`src/rtl/rtc_bus_pkg.sv`:
```
// Shared types and constants for the RTC bus scheduler: states, requester ids,
// default phase timings and the arbitration priority order.
package rtc_bus_pkg;

  localparam int unsigned NUM_REQ = 3;
  localparam int unsigned DW      = 8;
  localparam int unsigned CW      = 8;

  localparam int unsigned REQ_INIT  = 0;
  localparam int unsigned REQ_READ  = 1;
  localparam int unsigned REQ_WRITE = 2;

  localparam int unsigned DEF_T_SETUP  = 4;
  localparam int unsigned DEF_T_STROBE = 10;
  localparam int unsigned DEF_T_HOLD   = 4;
  localparam int unsigned DEF_T_GAP    = 8;

  // Highest priority first: init, then write, then read.
  localparam int unsigned PRIO_ORDER [NUM_REQ] = '{REQ_INIT, REQ_WRITE, REQ_READ};

  typedef enum logic [2:0] {
    ST_IDLE,
    ST_ADDR_SETUP,
    ST_ADDR_STB,
    ST_ADDR_HOLD,
    ST_DATA_SETUP,
    ST_DATA_STB,
    ST_DATA_HOLD,
    ST_GAP
  } state_e;

  typedef struct packed {
    logic          rnw;
    logic [DW-1:0] addr;
    logic [DW-1:0] wdata;
  } txn_t;

  function automatic logic [1:0] pick_winner(input logic [NUM_REQ-1:0] req);
    logic [1:0] win;
    if (req[PRIO_ORDER[0]])      win = 2'(PRIO_ORDER[0]);
    else if (req[PRIO_ORDER[1]]) win = 2'(PRIO_ORDER[1]);
    else                         win = 2'(PRIO_ORDER[2]);
    return win;
  endfunction

  function automatic txn_t pick_txn(input logic [1:0]            idx,
                                    input logic [NUM_REQ-1:0]    rnw,
                                    input logic [NUM_REQ*DW-1:0] addr,
                                    input logic [NUM_REQ*DW-1:0] wdata);
    txn_t t;
    t.rnw   = rnw[idx];
    t.addr  = addr[{idx, 3'b000} +: DW];
    t.wdata = wdata[{idx, 3'b000} +: DW];
    return t;
  endfunction

  function automatic logic [NUM_REQ-1:0] onehot(input logic [1:0] idx);
    return NUM_REQ'(1) << idx;
  endfunction

endpackage

```
`src/rtl/rtc_phase_timer.sv`:
```
// Phase duration down-counter: loaded with (T-1) on phase entry, stops at zero.
module rtc_phase_timer
  import rtc_bus_pkg::*;
(
  input  logic          clk,
  input  logic          reset,
  input  logic          load,
  input  logic [CW-1:0] load_val,
  output logic          expire_c,
  output logic          expire_next_c
);

  logic [CW-1:0] cnt_q;

  always_ff @(posedge clk or negedge reset) begin
    if (!reset) begin
      cnt_q <= '0;
    end else if (load) begin
      cnt_q <= load_val;
    end else if (cnt_q != '0) begin
      cnt_q <= cnt_q - CW'(1);
    end
  end

  assign expire_c = (cnt_q == '0);
  // Lets the owner register a flag that lines up with the final phase cycle.
  assign expire_next_c = load ? (load_val == '0) : (cnt_q <= CW'(1));

endmodule

```
`src/rtl/rtc_bus_sched.sv`:
```
// Fixed-priority scheduler that turns single-byte requests into two-phase
// (address, then data) cycles on the multiplexed RTC bus.
module rtc_bus_sched
  import rtc_bus_pkg::*;
#(
  parameter int unsigned T_SETUP  = DEF_T_SETUP,
  parameter int unsigned T_STROBE = DEF_T_STROBE,
  parameter int unsigned T_HOLD   = DEF_T_HOLD,
  parameter int unsigned T_GAP    = DEF_T_GAP
) (
  input  logic                    clk,
  input  logic                    reset,
  input  logic [NUM_REQ-1:0]      req,
  input  logic [NUM_REQ-1:0]      req_rnw,
  input  logic [NUM_REQ*DW-1:0]   req_addr,
  input  logic [NUM_REQ*DW-1:0]   req_wdata,
  output logic [NUM_REQ-1:0]      grant,
  output logic [NUM_REQ-1:0]      done,
  output logic [DW-1:0]           rdata,
  output logic                    busy,
  output logic                    a_d,
  output logic                    cs,
  output logic                    rd,
  output logic                    wr,
  output logic [DW-1:0]           bus_out,
  output logic                    bus_oe,
  input  logic [DW-1:0]           bus_in
);

  localparam logic [CW-1:0] LD_SETUP  = CW'(T_SETUP - 1);
  localparam logic [CW-1:0] LD_STROBE = CW'(T_STROBE - 1);
  localparam logic [CW-1:0] LD_HOLD   = CW'(T_HOLD - 1);
  localparam logic [CW-1:0] LD_GAP    = CW'(T_GAP - 1);

  state_e              state_q, state_d;
  logic [1:0]          win_q, win_d;
  txn_t                txn_q, txn_d;
  logic                load;
  logic [CW-1:0]       load_val;
  logic                expire_c, expire_next_c;

  logic [NUM_REQ-1:0]  grant_d, done_d;
  logic [DW-1:0]       rdata_d, bus_out_d;
  logic                busy_d, a_d_d, cs_d, rd_d, wr_d, bus_oe_d;
  logic                in_addr, in_data, drive_data;

  rtc_phase_timer u_timer (
    .clk           (clk),
    .reset         (reset),
    .load          (load),
    .load_val      (load_val),
    .expire_c      (expire_c),
    .expire_next_c (expire_next_c)
  );

  // Next state, phase timer loads, and next values of all registered outputs.
  always_comb begin
    state_d  = state_q;
    win_d    = win_q;
    txn_d    = txn_q;
    load     = 1'b0;
    load_val = '0;
    rdata_d  = rdata;

    case (state_q)
      ST_IDLE: begin
        if (|req) begin
          win_d    = pick_winner(req);
          txn_d    = pick_txn(win_d, req_rnw, req_addr, req_wdata);
          state_d  = ST_ADDR_SETUP;
          load     = 1'b1;
          load_val = LD_SETUP;
        end
      end
      ST_ADDR_SETUP: if (expire_c) begin state_d = ST_ADDR_STB;   load = 1'b1; load_val = LD_STROBE; end
      ST_ADDR_STB:   if (expire_c) begin state_d = ST_ADDR_HOLD;  load = 1'b1; load_val = LD_HOLD;   end
      ST_ADDR_HOLD:  if (expire_c) begin state_d = ST_DATA_SETUP; load = 1'b1; load_val = LD_SETUP;  end
      ST_DATA_SETUP: if (expire_c) begin state_d = ST_DATA_STB;   load = 1'b1; load_val = LD_STROBE; end
      ST_DATA_STB: begin
        if (expire_c) begin
          state_d  = ST_DATA_HOLD;
          load     = 1'b1;
          load_val = LD_HOLD;
          if (txn_q.rnw) rdata_d = bus_in;
        end
      end
      ST_DATA_HOLD:  if (expire_c) begin state_d = ST_GAP;        load = 1'b1; load_val = LD_GAP;    end
      ST_GAP:        if (expire_c) state_d = ST_IDLE;
      default:       state_d = ST_IDLE;
    endcase

    in_addr    = (state_d == ST_ADDR_SETUP) || (state_d == ST_ADDR_STB) || (state_d == ST_ADDR_HOLD);
    in_data    = (state_d == ST_DATA_SETUP) || (state_d == ST_DATA_STB) || (state_d == ST_DATA_HOLD);
    drive_data = in_data && !txn_d.rnw;

    busy_d    = (state_d != ST_IDLE);
    grant_d   = busy_d ? onehot(win_d) : '0;
    // done coincides with the final GAP cycle; grant falls with it on the next edge.
    done_d    = ((state_d == ST_GAP) && expire_next_c) ? onehot(win_d) : '0;
    a_d_d     = in_data;
    cs_d      = !((state_d == ST_ADDR_STB) || (state_d == ST_DATA_STB));
    wr_d      = !((state_d == ST_ADDR_STB) || ((state_d == ST_DATA_STB) && !txn_d.rnw));
    rd_d      = !((state_d == ST_DATA_STB) && txn_d.rnw);
    bus_oe_d  = in_addr || drive_data;
    bus_out_d = in_addr ? txn_d.addr : (drive_data ? txn_d.wdata : '0);
  end

  always_ff @(posedge clk or negedge reset) begin
    if (!reset) begin
      state_q <= ST_IDLE;
      win_q   <= '0;
      txn_q   <= '0;
      grant   <= '0;
      done    <= '0;
      rdata   <= '0;
      busy    <= 1'b0;
      a_d     <= 1'b0;
      cs      <= 1'b1;
      rd      <= 1'b1;
      wr      <= 1'b1;
      bus_out <= '0;
      bus_oe  <= 1'b0;
    end else begin
      state_q <= state_d;
      win_q   <= win_d;
      txn_q   <= txn_d;
      grant   <= grant_d;
      done    <= done_d;
      rdata   <= rdata_d;
      busy    <= busy_d;
      a_d     <= a_d_d;
      cs      <= cs_d;
      rd      <= rd_d;
      wr      <= wr_d;
      bus_out <= bus_out_d;
      bus_oe  <= bus_oe_d;
    end
  end

endmodule

```
`config.mk`:
```
export PLATFORM = sky130hd
export DESIGN_NAME = rtc_bus_sched
export DESIGN_NICKNAME = d
export VERILOG_FILES = /design/src/rtl/rtc_bus_pkg.sv /design/src/rtl/rtc_phase_timer.sv /design/src/rtl/rtc_bus_sched.sv
export SDC_FILE = /design/constraint.sdc
export NUM_CORES = 1
export LEC_CHECK = 0
export ABC_AREA = 1
export ABC_CLOCK_PERIOD_IN_PS = 2400
export BUFFER_PORTS_ARGS = -buffer_cell sky130_fd_sc_hd__buf_2
export CELL_PAD_IN_SITES_DETAIL_PLACEMENT = 1
export CELL_PAD_IN_SITES_GLOBAL_PLACEMENT = 1
export CORE_ASPECT_RATIO = 0.75
export CORE_MARGIN = 5
export CORE_UTILIZATION = 35
export DETAILED_ROUTE_END_ITERATION = 8
export GPL_TIMING_DRIVEN = 0
export PLACE_DENSITY = 0.88
export SLEW_MARGIN = 15
export SYNTH_ARGS = -nofsm -noshare
export SYNTH_HDL_FRONTEND = slang
export SYNTH_SLANG_ARGS = --single-unit
```
`constraint.sdc`:
```
create_clock -name clk -period 2.4 [get_ports clk]
set_input_delay 0.24 -clock clk [delete_from_list [all_inputs] [get_ports clk]]
set_output_delay 0.24 -clock clk [all_outputs]
set_load 0.02 [all_outputs]
```
==> metrics.cfg <==
[run_status]
status=complete, no violations

[finish]
layout.cells.non_filler=571
final_net_count=524
multi_input_area_sq_um=1324
drive_above_1_share=0.3261
regArea_sq_um=1455
area_delta_synth_final_pct=31.36
num_antenna_cells=0
fillCellCount=1023

[sta]
layout_min_cycle_time_ps=2073
hold_violations=0
max_freq_ghz=0.4823
worstMarginPinSlew_ps=743.5
min_period_over_period=0.8639
setup_violations=0
timing.setup.tns_ps=0
slew_headroom=0.5043
finClkSkew_ps=5.014
rsz0062_at_grt=no
worst_slack_ps=326.5
slew_viol_final=0

[floorplanning]
die_x_microns=116.5
core-area_sq_um=8382
dieArea_sq_um=10470
ios=92
initial_core_util=0.3551
rows=29
die_y_microns=89.87

[global_routing]
antenna_found_initial=0
grt_max_degree=59
grt_pass1_wl_mm=15.57
first_global_vias=3181
grt_overflow_total=0
grt_use_total=0.1906

[setup_path]
cp.required_ps=2610
setup.worst_path.class=reg -> reg
rrSetupSlack_ps=330
start_kind=flop
timing.rr.end=grant[2]$_DFF_PN0_
crit_path_end_kind=flop
timing.rr.start=u_timer.cnt_q[0]$_DFFE_PN0P_
critical_path.max_fanout=10
critPathArrivalTime_ps=2290
reg2reg_depth=9

[synth]
syn_area_sq_um=2977
yosys.area.top_type=dfrtp_1
ys_seq_elements=58
yosysMostFrequentCell=nand2_1
synth_edf_count=0
syn_nets=421
synth_common_cells=nand2_1, dfrtp_1, nor2_1
synth_cells=355
yosysWarnings=0
async_reset_ff_frac=1.000
ys_seq_area_frac=0.4889
synth_top_area_frac=0.4624
synth_ff_type=dfrtp_1
synth_cell_types=37
synth_area_leaders=dfrtp_1, nand2_1, nand3_1
avgSynthCellArea_sq_um=8.385

[route]
wl_met3_microns=543
routed_wl_mm=9.379
dr.pass1.iters=4
via_per_inst=5.002
vias=2856
wl_met1_mm=4.054
wl_per_cell_microns=16.43
drt_iter0_drc=144
drc_errors=0
ant_nets=0
route.met2.wl_mm=4.585
topRoutingLayerUsed=met4

[cts]
clockBufferDepth=2
cts.sinks=58
clk_pin_slew_ps=50
cts-buffers-inserted=9
clockRootBuffer=clkbuf_16
cts_htree_levels=3
clock_latency_ps=330
cts_resized=0
cts_tree=yes

[power]
power.internal_mw=2.016
ir_worst_vdd_mv=0.4058
leakagePower_nw=2.223
power.share.sequential=0.387
combPwrFrac=0.059
total_power_mw=2.557
power.density_nw_per_um2=653.9
p_switching_mw=0.5408
sw_frac_of_total=0.2115
pwr-share-clk=0.554

[placed_design]
dp.cells=554
gp_congestion=0.8660
dp_hpwl_mm=6.889
port-buffer-count=91
dp_slack_ps=371.0

[flow_run]
drv_cap=0

[hold_path]
hold_class=in -> reg
min_to=rdata[2]$_DFFE_PN0P_
min_path_cells=3
hold_start=bus_in[2]

-- stage by stage --
stage,instance area [sq um],util,hold slack [ps]
floorplan,2977,-,-55.59
global placement,3567,0.4256,441.7
detailed placement,3570,0.4259,349.9
finish,3910,0.4665,114.6
global route,3910,0.4665,116.7
CTS,3910,0.4665,103.3
-- power by group through the flow --
stage | clock [mW] | sequential [mW] | combinational, mW
CTS | 1.44 | 0.990 | 0.154
finish | 1.42 | 0.990 | 0.152
global route | 1.50 | 0.990 | 0.171
detailed placement | 0 | 1.01 | 0.152
floorplan | 0 | 1.02 | 0.0481
global placement | 0 | 1.01 | 0.145
-- flip-flops by register name, indices dropped and copies added, names as in the netlist --
register and cells:
rd 1, done 3, txn_q 17, bus_out 8, bus_oe 1, grant 3, state_q 3, a_d 1
busy 1, rdata 8, wr 1, win_q 2, cs 1, u_timer.cnt_q 8
-- worst max path at each step --
| stage | slack (ps) | depth (start not counted) | end | start |
|---|---|---|---|---|
| final | 330 | 9 | grant[2]$_DFF_PN0_ | u_timer.cnt_q[0]$_DFFE_PN0P_ |
| after floorplan | 720 | 9 | grant[0]$_DFF_PN0_ | u_timer.cnt_q[0]$_DFFE_PN0P_ |
| after global placement | 420 | 9 | grant[0]$_DFF_PN0_ | u_timer.cnt_q[0]$_DFFE_PN0P_ |
| after detailed placement | 370 | 9 | grant[2]$_DFF_PN0_ | u_timer.cnt_q[0]$_DFFE_PN0P_ |
| after global routing | 170 | 9 | bus_out[7]$_DFF_PN0_ | u_timer.cnt_q[0]$_DFFE_PN0P_ |
| after CTS | 320 | 9 | grant[2]$_DFF_PN0_ | u_timer.cnt_q[0]$_DFFE_PN0P_ |
-- kinds of logic after synthesis --
logic type	count (synthesis)	synth area share
fa+ha+maj	2	0.008406
flops	58	0.4889
compound gates	30	0.06726
xor+xnor	3	0.008829
simple gates	212	0.3333
buf+inv	42	0.06641
mux	8	0.02690
-- worst max-delay path, cell delays in order (launching register included) --
cell,delay (ps)
dfrtp_1,410
inv_1,130
ha_1,240
nand2_1,90
nor2_1,290
nand2_2,200
a21oi_2,210
nand3_4,190
nor2_4,160
nor2_1,60
-- layout by cell type (no fill, tap or decap), types with 2 or more instances in the layout --
| master | netlist | layout |
|---|---|---|
| buf_2 | 4 | 94 |
| inv_4 | 2 | 2 |
| nand3_1 | 27 | 27 |
| mux2i_1 | 8 | 8 |
| nand3_2 | 4 | 4 |
| dfstp_2 | 3 | 3 |
| inv_2 | 3 | 3 |
| nor2_1 | 33 | 33 |
| dfrtp_1 | 55 | 55 |
| buf_6 | 2 | 2 |
| a21oi_1 | 6 | 6 |
| inv_1 | 26 | 26 |
| nor2_2 | 3 | 3 |
| clkbuf_1 | 1 | 2 |
| o21ai_1 | 3 | 3 |
| nand4_1 | 12 | 12 |
| nand2_2 | 7 | 7 |
| nand2_4 | 4 | 4 |
| ha_1 | 2 | 2 |
| o211ai_1 | 2 | 2 |
| bufinv_16 | 0 | 2 |
| nand2_1 | 117 | 117 |
| o21ai_0 | 6 | 6 |
| clkbuf_8 | 0 | 2 |
| xor2_1 | 2 | 2 |
| a22oi_1 | 5 | 5 |
| clkbuf_16 | 0 | 9 |
| buf_4 | 4 | 5 |
| nor2_4 | 3 | 3 |
-- area by class of cell --
type | count | area share
buffer | 11 | 0.01952
clock buffer | 12 | 0.06560
sequential | 58 | 0.3722
timing repair buffer | 92 | 0.1197
clock inverter | 4 | 0.01888
multi-input combinational | 255 | 0.3386
tap | 108 | 0.03456
inverter | 31 | 0.03104
-- layer usage --
metal | vias to the layer above | global-route usage
met2 | 78 | 0.3133
li1 | 1353 | -
met5 | - | 0
met1 | 1406 | 0.2424
met3 | 19 | 0.05101
met4 | 0 | 0.05990
-- repair_timing --
item,4_1_cts,5_1_grt
hold endpoints to repair,17,0
buffers inserted,0,0
hold buffers,1,0
No activity file was read; power rests on OpenSTA's default activity.
